[src/rtl/interboard_pkg.sv]
// Constants and types shared by both ends of the board-to-board link.
package interboard_pkg;
  localparam int WORD_W        = 11;
  localparam int FIFO_DEPTH    = 256;
  localparam int STOP_TRIGGER  = 252;
  localparam int START_TRIGGER = 251;
  localparam int MAX_INFLIGHT  = 2;

  typedef enum logic [1:0] {
    LINKWAIT,
    SEND,
    HOLD
  } tx_state_t;
endpackage

[src/rtl/interboard_tx_pipe.sv]
// Two-stage FIFO-to-link data path: pending pop, then registered word.
module interboard_tx_pipe #(
  parameter int W  = 11,
  parameter int CW = 32
) (
  input  logic          transmit_clk,
  input  logic          reset,
  input  logic          rdreq,
  input  logic [W-1:0]  fifo_q,
  output logic [W-1:0]  tx_data,
  output logic          tx_valid,
  output logic [CW-1:0] tx_count
);
  logic rd_pend;

  // A pop in flight at reset is dropped along with rd_pend.
  always_ff @(posedge transmit_clk) begin
    if (reset) begin
      rd_pend  <= 1'b0;
      tx_valid <= 1'b0;
      tx_data  <= '0;
      tx_count <= '0;
    end else begin
      rd_pend  <= rdreq;
      tx_valid <= rd_pend;
      if (rd_pend) begin
        tx_data  <= fifo_q;
        tx_count <= tx_count + 1'b1;
      end
    end
  end
endmodule

[src/rtl/interboard_output.sv]
// Transmit side of the board link: link bring-up, flow control, stats.
module interboard_output #(
  parameter int WORD_W    = interboard_pkg::WORD_W,
  parameter int LINK_WAIT = 16,
  parameter int CNT_W     = 32
) (
  input  logic              transmit_clk,
  input  logic              reset,
  input  logic [WORD_W-1:0] fifo_q,
  input  logic              fifo_empty,
  output logic              fifo_rdreq,
  input  logic              read_in,
  output logic [WORD_W-1:0] tx_data,
  output logic              tx_valid,
  output logic              link_up,
  output logic [CNT_W-1:0]  tx_count,
  output logic [CNT_W-1:0]  stall_count
);
  import interboard_pkg::*;

  localparam int LC_W = $clog2(LINK_WAIT + 1);

  tx_state_t       state;
  logic            ready_q;
  logic [LC_W-1:0] link_cnt;
  logic            stall;

  assign fifo_rdreq = ~reset & (state == SEND)
                    & ready_q & ~fifo_empty;

  assign stall = link_up & ~fifo_empty & ~ready_q;

  always_ff @(posedge transmit_clk) begin
    if (reset) begin
      state       <= LINKWAIT;
      ready_q     <= 1'b0;
      link_cnt    <= '0;
      link_up     <= 1'b0;
      stall_count <= '0;
    end else begin
      ready_q <= read_in;
      if (stall && !(&stall_count))
        stall_count <= stall_count + 1'b1;
      unique case (state)
        LINKWAIT: begin
          if (ready_q) begin
            link_cnt <= link_cnt + 1'b1;
            if (link_cnt == LC_W'(LINK_WAIT - 1)) begin
              state   <= SEND;
              link_up <= 1'b1;
            end
          end else begin
            link_cnt <= '0;
          end
        end
        SEND: if (!ready_q) state <= HOLD;
        HOLD: if (ready_q) state <= SEND;
        default: state <= LINKWAIT;
      endcase
    end
  end

  interboard_tx_pipe #(
    .W  (WORD_W),
    .CW (CNT_W)
  ) u_pipe (
    .transmit_clk (transmit_clk),
    .reset        (reset),
    .rdreq        (fifo_rdreq),
    .fifo_q       (fifo_q),
    .tx_data      (tx_data),
    .tx_valid     (tx_valid),
    .tx_count     (tx_count)
  );
endmodule

[config.mk]
export PLATFORM = sky130hd
export DESIGN_NAME = interboard_output
export DESIGN_NICKNAME = d
export VERILOG_FILES = /design/src/rtl/interboard_pkg.sv /design/src/rtl/interboard_tx_pipe.sv /design/src/rtl/interboard_output.sv
export SDC_FILE = /design/constraint.sdc
export NUM_CORES = 1
export LEC_CHECK = 0
export CAP_MARGIN = 30
export CORE_AREA = 5 5 94 96
export DETAILED_ROUTE_END_ITERATION = 16
export DIE_AREA = 0 0 99 101
export PLACE_DENSITY = 0.93
export SYNTH_ARGS = -nofsm -noshare
export SYNTH_HDL_FRONTEND = slang
export SYNTH_HIERARCHICAL = 1
export SYNTH_SLANG_ARGS = --single-unit
[constraint.sdc]
create_clock -name transmit_clk -period 3.2 [get_ports transmit_clk]
set_input_delay 0.96 -clock transmit_clk [delete_from_list [all_inputs] [get_ports transmit_clk]]
set_output_delay 0.96 -clock transmit_clk [all_outputs]
set_load 0.005 [all_outputs]
Yosys cells after proc, flatten, opt, wreduce, memory -nomap -nowiden
Index checks and enable logic that the tools add are counted.

Add/sub/neg operators: 3. Equality and inequality tests: 7. Muxes and demuxes: 6. Bitwise logic cells: 8. Reductions and logical operators: 6.

Operators by type and width (count): 32-bit by 1-bit adder with 32-bit output (second input constant) (2); 32-bit AND reduction (1); 2-bit two-way mux (4); 2-bit != test (second input constant) (4); 2-bit case mux with 3 select lines (1); 5-bit by 1-bit adder with 5-bit output (second input constant) (1); 1-bit AND (5); 5-bit by 4-bit == test with 1-bit output (second input constant) (1); 5-bit two-way mux (1); 4-bit AND reduction (1); 1-bit NOT (3); 3-bit AND reduction (1); 2-bit by 1-bit == test with 1-bit output (second input constant) (1); 2-bit == test (second input constant) (1); 2-bit zero test (1); 1-bit logical AND (1); 1-bit zero test (1).

Bits in registers: 86. Input port bits: 15. Word-level logic and storage cells: 39.

Depth between registers and ports, before layout
Depth after elaboration: 4. Gate-level depth with buffers: 9. Gate-level depth less buffers: 6.

By module
Netlist, hierarchy kept.

By module, submodules not included: interboard_output (times used 1, cells an instance 251, area each 2163.3 µm², seq. area each 820.8 µm²); interboard_tx_pipe (times used 1, cells an instance 216, area each 1955.6 µm², seq. area each 900.9 µm²).

Worst setup path after synthesis
No wires, ideal clock.

Path type: input port to output port. Start: in reset. End: out fifo_rdreq. Data arrival time: 1632 ps. Path slack: 608 ps. Stages: 3. Buffers on the path: 1. Path through: clkbuf_1 > nand2b_1 > nor4b_1.

Longest elaborated chain between the ends: 4.

RTL lines: start, declared (RTL line interboard_output.sv:8) `input logic reset,`; 1-bit NOT (RTL line interboard_output.sv:28) `assign fifo_rdreq = ~reset & (state == SEND)`; 1-bit AND (RTL line interboard_output.sv:28); 1-bit AND (2 in series) (RTL line interboard_output.sv:29) `& ready_q & ~fifo_empty;`; end, declared (RTL line interboard_output.sv:11) `output logic fifo_rdreq,`.

No other way between the ends.

Worst setup path after layout
Start: in fifo_empty. End: out fifo_rdreq.

Longest elaborated chain between the ends: 2.

RTL lines: start, declared (RTL line interboard_output.sv:10) `input logic fifo_empty,`; 1-bit NOT (RTL line interboard_output.sv:29); 1-bit AND (RTL line interboard_output.sv:29).

No other way between the ends.

==> metrics <==
sequential power share=0.524; logic gate share of total power=0.022; CP Class=input port to primary output; Max Clock Freq=358 MHz; synthesized area per cell=8.82 um2; die area=10000 um2; Int Pwr=1.63 mW; Required @ worst endpoint=2240 ps; Distinct cells, synth=54; overall routed net length=10.2 mm; Slew Limit Fails=0; Worst slew margin=0.374; CTS root buffer=clkbuf_8; peak supply drop=0.184 mV; final setup violation count=0; Util after Layout=0.667; Die Ht=101 um; CP Data Arrival Time=1830 ps; worst hold path type=register to register; post-route cell area=5310 um2; layout cells sized above 1=0.0758; Worst setup EP type=primary output; largest net degree at the start of global routing=95; 1st-iter DRT viols=124; die width=99 um; synth warn=6; global route total overflow=0; Gate Count Post-Synth=467; CTS tree=done; first-pass GRT wire length=17.0 mm; status=complete, no violations; antenna cells=0; Seq cells post-synth=86; Sink Count=86; CP Max Fanout=2; IO buf count=92; Clk network pwr share=0.454; Main synth FF type=dfxtp_1; Core Area=7970 um2; I/O Pins=93; GRT Total Usage=0.204; worst hold slack=474 ps; sw frac=0.203; # DRC=0; CP Launch Type=input port; Core Rows=33; starting density of the core=0.517; most frequent cells in the layout=clkdlybuf4s50_1 (90), dfxtp_1 (86), nor2_1 (48); Psw=0.415 mW; Avg Vias per Cell=5.83; Max Cap Violations=0; htree depth=3; postcts setup bufs=0; Final min period=2790 ps; vias=3845; unrepaired setup endpoints after global routing=no; Power Density=385 nW/um2; Post-DP HPWL=7.17 mm; most common library cell in the layout ignoring fill and taps=clkdlybuf4s50_1; post-route ant nets=0; initial antenna violation count=0; clock slew at reported path FFs=80 ps; post-synth net total=486; placer congestion estimate=0.796; area delta synth->final=28.9%; Clock Path Buffers=2; Syn Std Cell Area=4120 um2; total CTS buffers=9; placed cell count=643; EDFF count, synth=0; Final Non-Filler Cells=659; Hold Fails Final Rpt=0; worst skew pair latency=370 ps; Async S/R FF share, synth=0; part of the cycle the worst path needs=0.873; Placed Area=5050 um2; Worst Tran Pin Value=939 ps; vias in the first global route=3666; Worst Clk Skew=13.1 ps; Lkg Pwr=1.73 nW; Pre-Repair DR Iteration Count=5; sequential fraction of the synthesis area=0.418; Routed WL per cell=15.4 um; Final #Nets=568
[flip-flops by register name, summed over array words and instances, names as in the netlist]
signal	count
stall_count	32
link_cnt	5
ready_q	1
state	2
u_pipe/tx_data	11
u_pipe/tx_valid	1
u_pipe/tx_count	32
link_up	1
u_pipe/rd_pend	1
[power groups by stage]
stage                     registers, mW  clock network (mW)  logic (mW)
after global routing               1.07               0.992      0.0489
final                              1.07               0.929      0.0447
after detailed placement           1.10                   0      0.0443
after CTS                          1.07               0.949      0.0448
after global placement             1.10                   0      0.0432
after floorplan                    1.10                   0      0.0234
[stage by stage]
stage	TNS (ps)	power, mW	setup slack, ps
2_1_floorplan	0	1.12	608
3_3_place_gp	-46.6	1.14	-46.6
3_5_place_dp	-61.9	1.14	-61.9
4_1_cts	0	2.07	8.71
5_1_grt	0	2.11	332
6_report	0	2.05	407
[logic make-up after synthesis]
group / share of synthesized area
buffers and inverters: 0.0443
DFF: 0.418
adders and majority gates: 0.0122
AOI/OAI and AO/OA: 0.119
muxes: 0.0559
and+or+nand+nor: 0.317
xor gates and xnor gates: 0.0340
[layout make-up]
class	count	area (um2)
Inverter	9	33.8
Clock inverter	5	106
Multi-Input combinational cell	346	2220
Sequential cell	86	1720
Tap cell	105	131
Fill cell	635	2660
Timing Repair Buffer	97	956
Clock buffer	11	141
[cell usage after synthesis (2+ instances only)]
library cell  number  share of area
clkbuf_1          15          0.014
mux2_2             4          0.011
a211oi_1           3         0.0055
nand2b_1           3         0.0046
or4_1             22          0.040
xor2_1             5          0.011
o21ai_1            4         0.0049
ha_1               4          0.012
a21oi_1           41          0.050
and3_1             6         0.0091
dfxtp_1           86           0.42
o21ai_0           11          0.013
o31ai_1           21          0.038
mux2_1             4          0.011
or2_2              3         0.0046
nand4_4            2          0.010
buf_1              2         0.0018
mux2i_1           14          0.034
nand2_1           24          0.022
or3_1             14          0.021
nor2b_1           11          0.017
nor4_1             5         0.0076
inv_1              9         0.0082
and2_1             2         0.0030
xnor2_1           11          0.023
nor2_1            48          0.044
nor3_1            12          0.015
buf_2              2         0.0024
nor3b_1            2         0.0036
and4_1             8          0.017
buf_6              6          0.016
nand3_1           25          0.030
nand4_1           17          0.026
[repair_timing]
| action | in CTS | in global routing |
|---|---|---|
| resized for setup | 1 | 1 |
| endpoints found under the setup margin | 1 | 1 |
| hold buffers | 0 | 0 |
[critical path, stage by stage]
cell and delay [ps]:
clkdlybuf4s50_1 440, nor4b_2 270, dlymetal6s2s_1 160
[metal layers]
layer  vias to the layer above  global-route usage  routed length [um]
met5                         -                   0                   0
met4                         0              0.0767                 136
met3                        15              0.0450                 639
met2                       119               0.349                5030
met1                      1835               0.252                4370
li1                       1876                   -                   -
[worst paths after layout]
path / startpoint / to / slack (ps) / cells after the start
worst max-delay path: fifo_empty / fifo_rdreq / 410 / 3
worst min-delay path: link_cnt[4]$_SDFFE_PP0N_ / link_cnt[4]$_SDFFE_PP0N_ / 470 / 2
worst max register to register: u_pipe/tx_count[3]$_SDFFE_PP0P_ / u_pipe/tx_count[29]$_SDFFE_PP0P_ / 880 / 4
worst min register to register: link_cnt[4]$_SDFFE_PP0N_ / link_cnt[4]$_SDFFE_PP0N_ / 470 / 2
(Power assumes the default switching activity.)
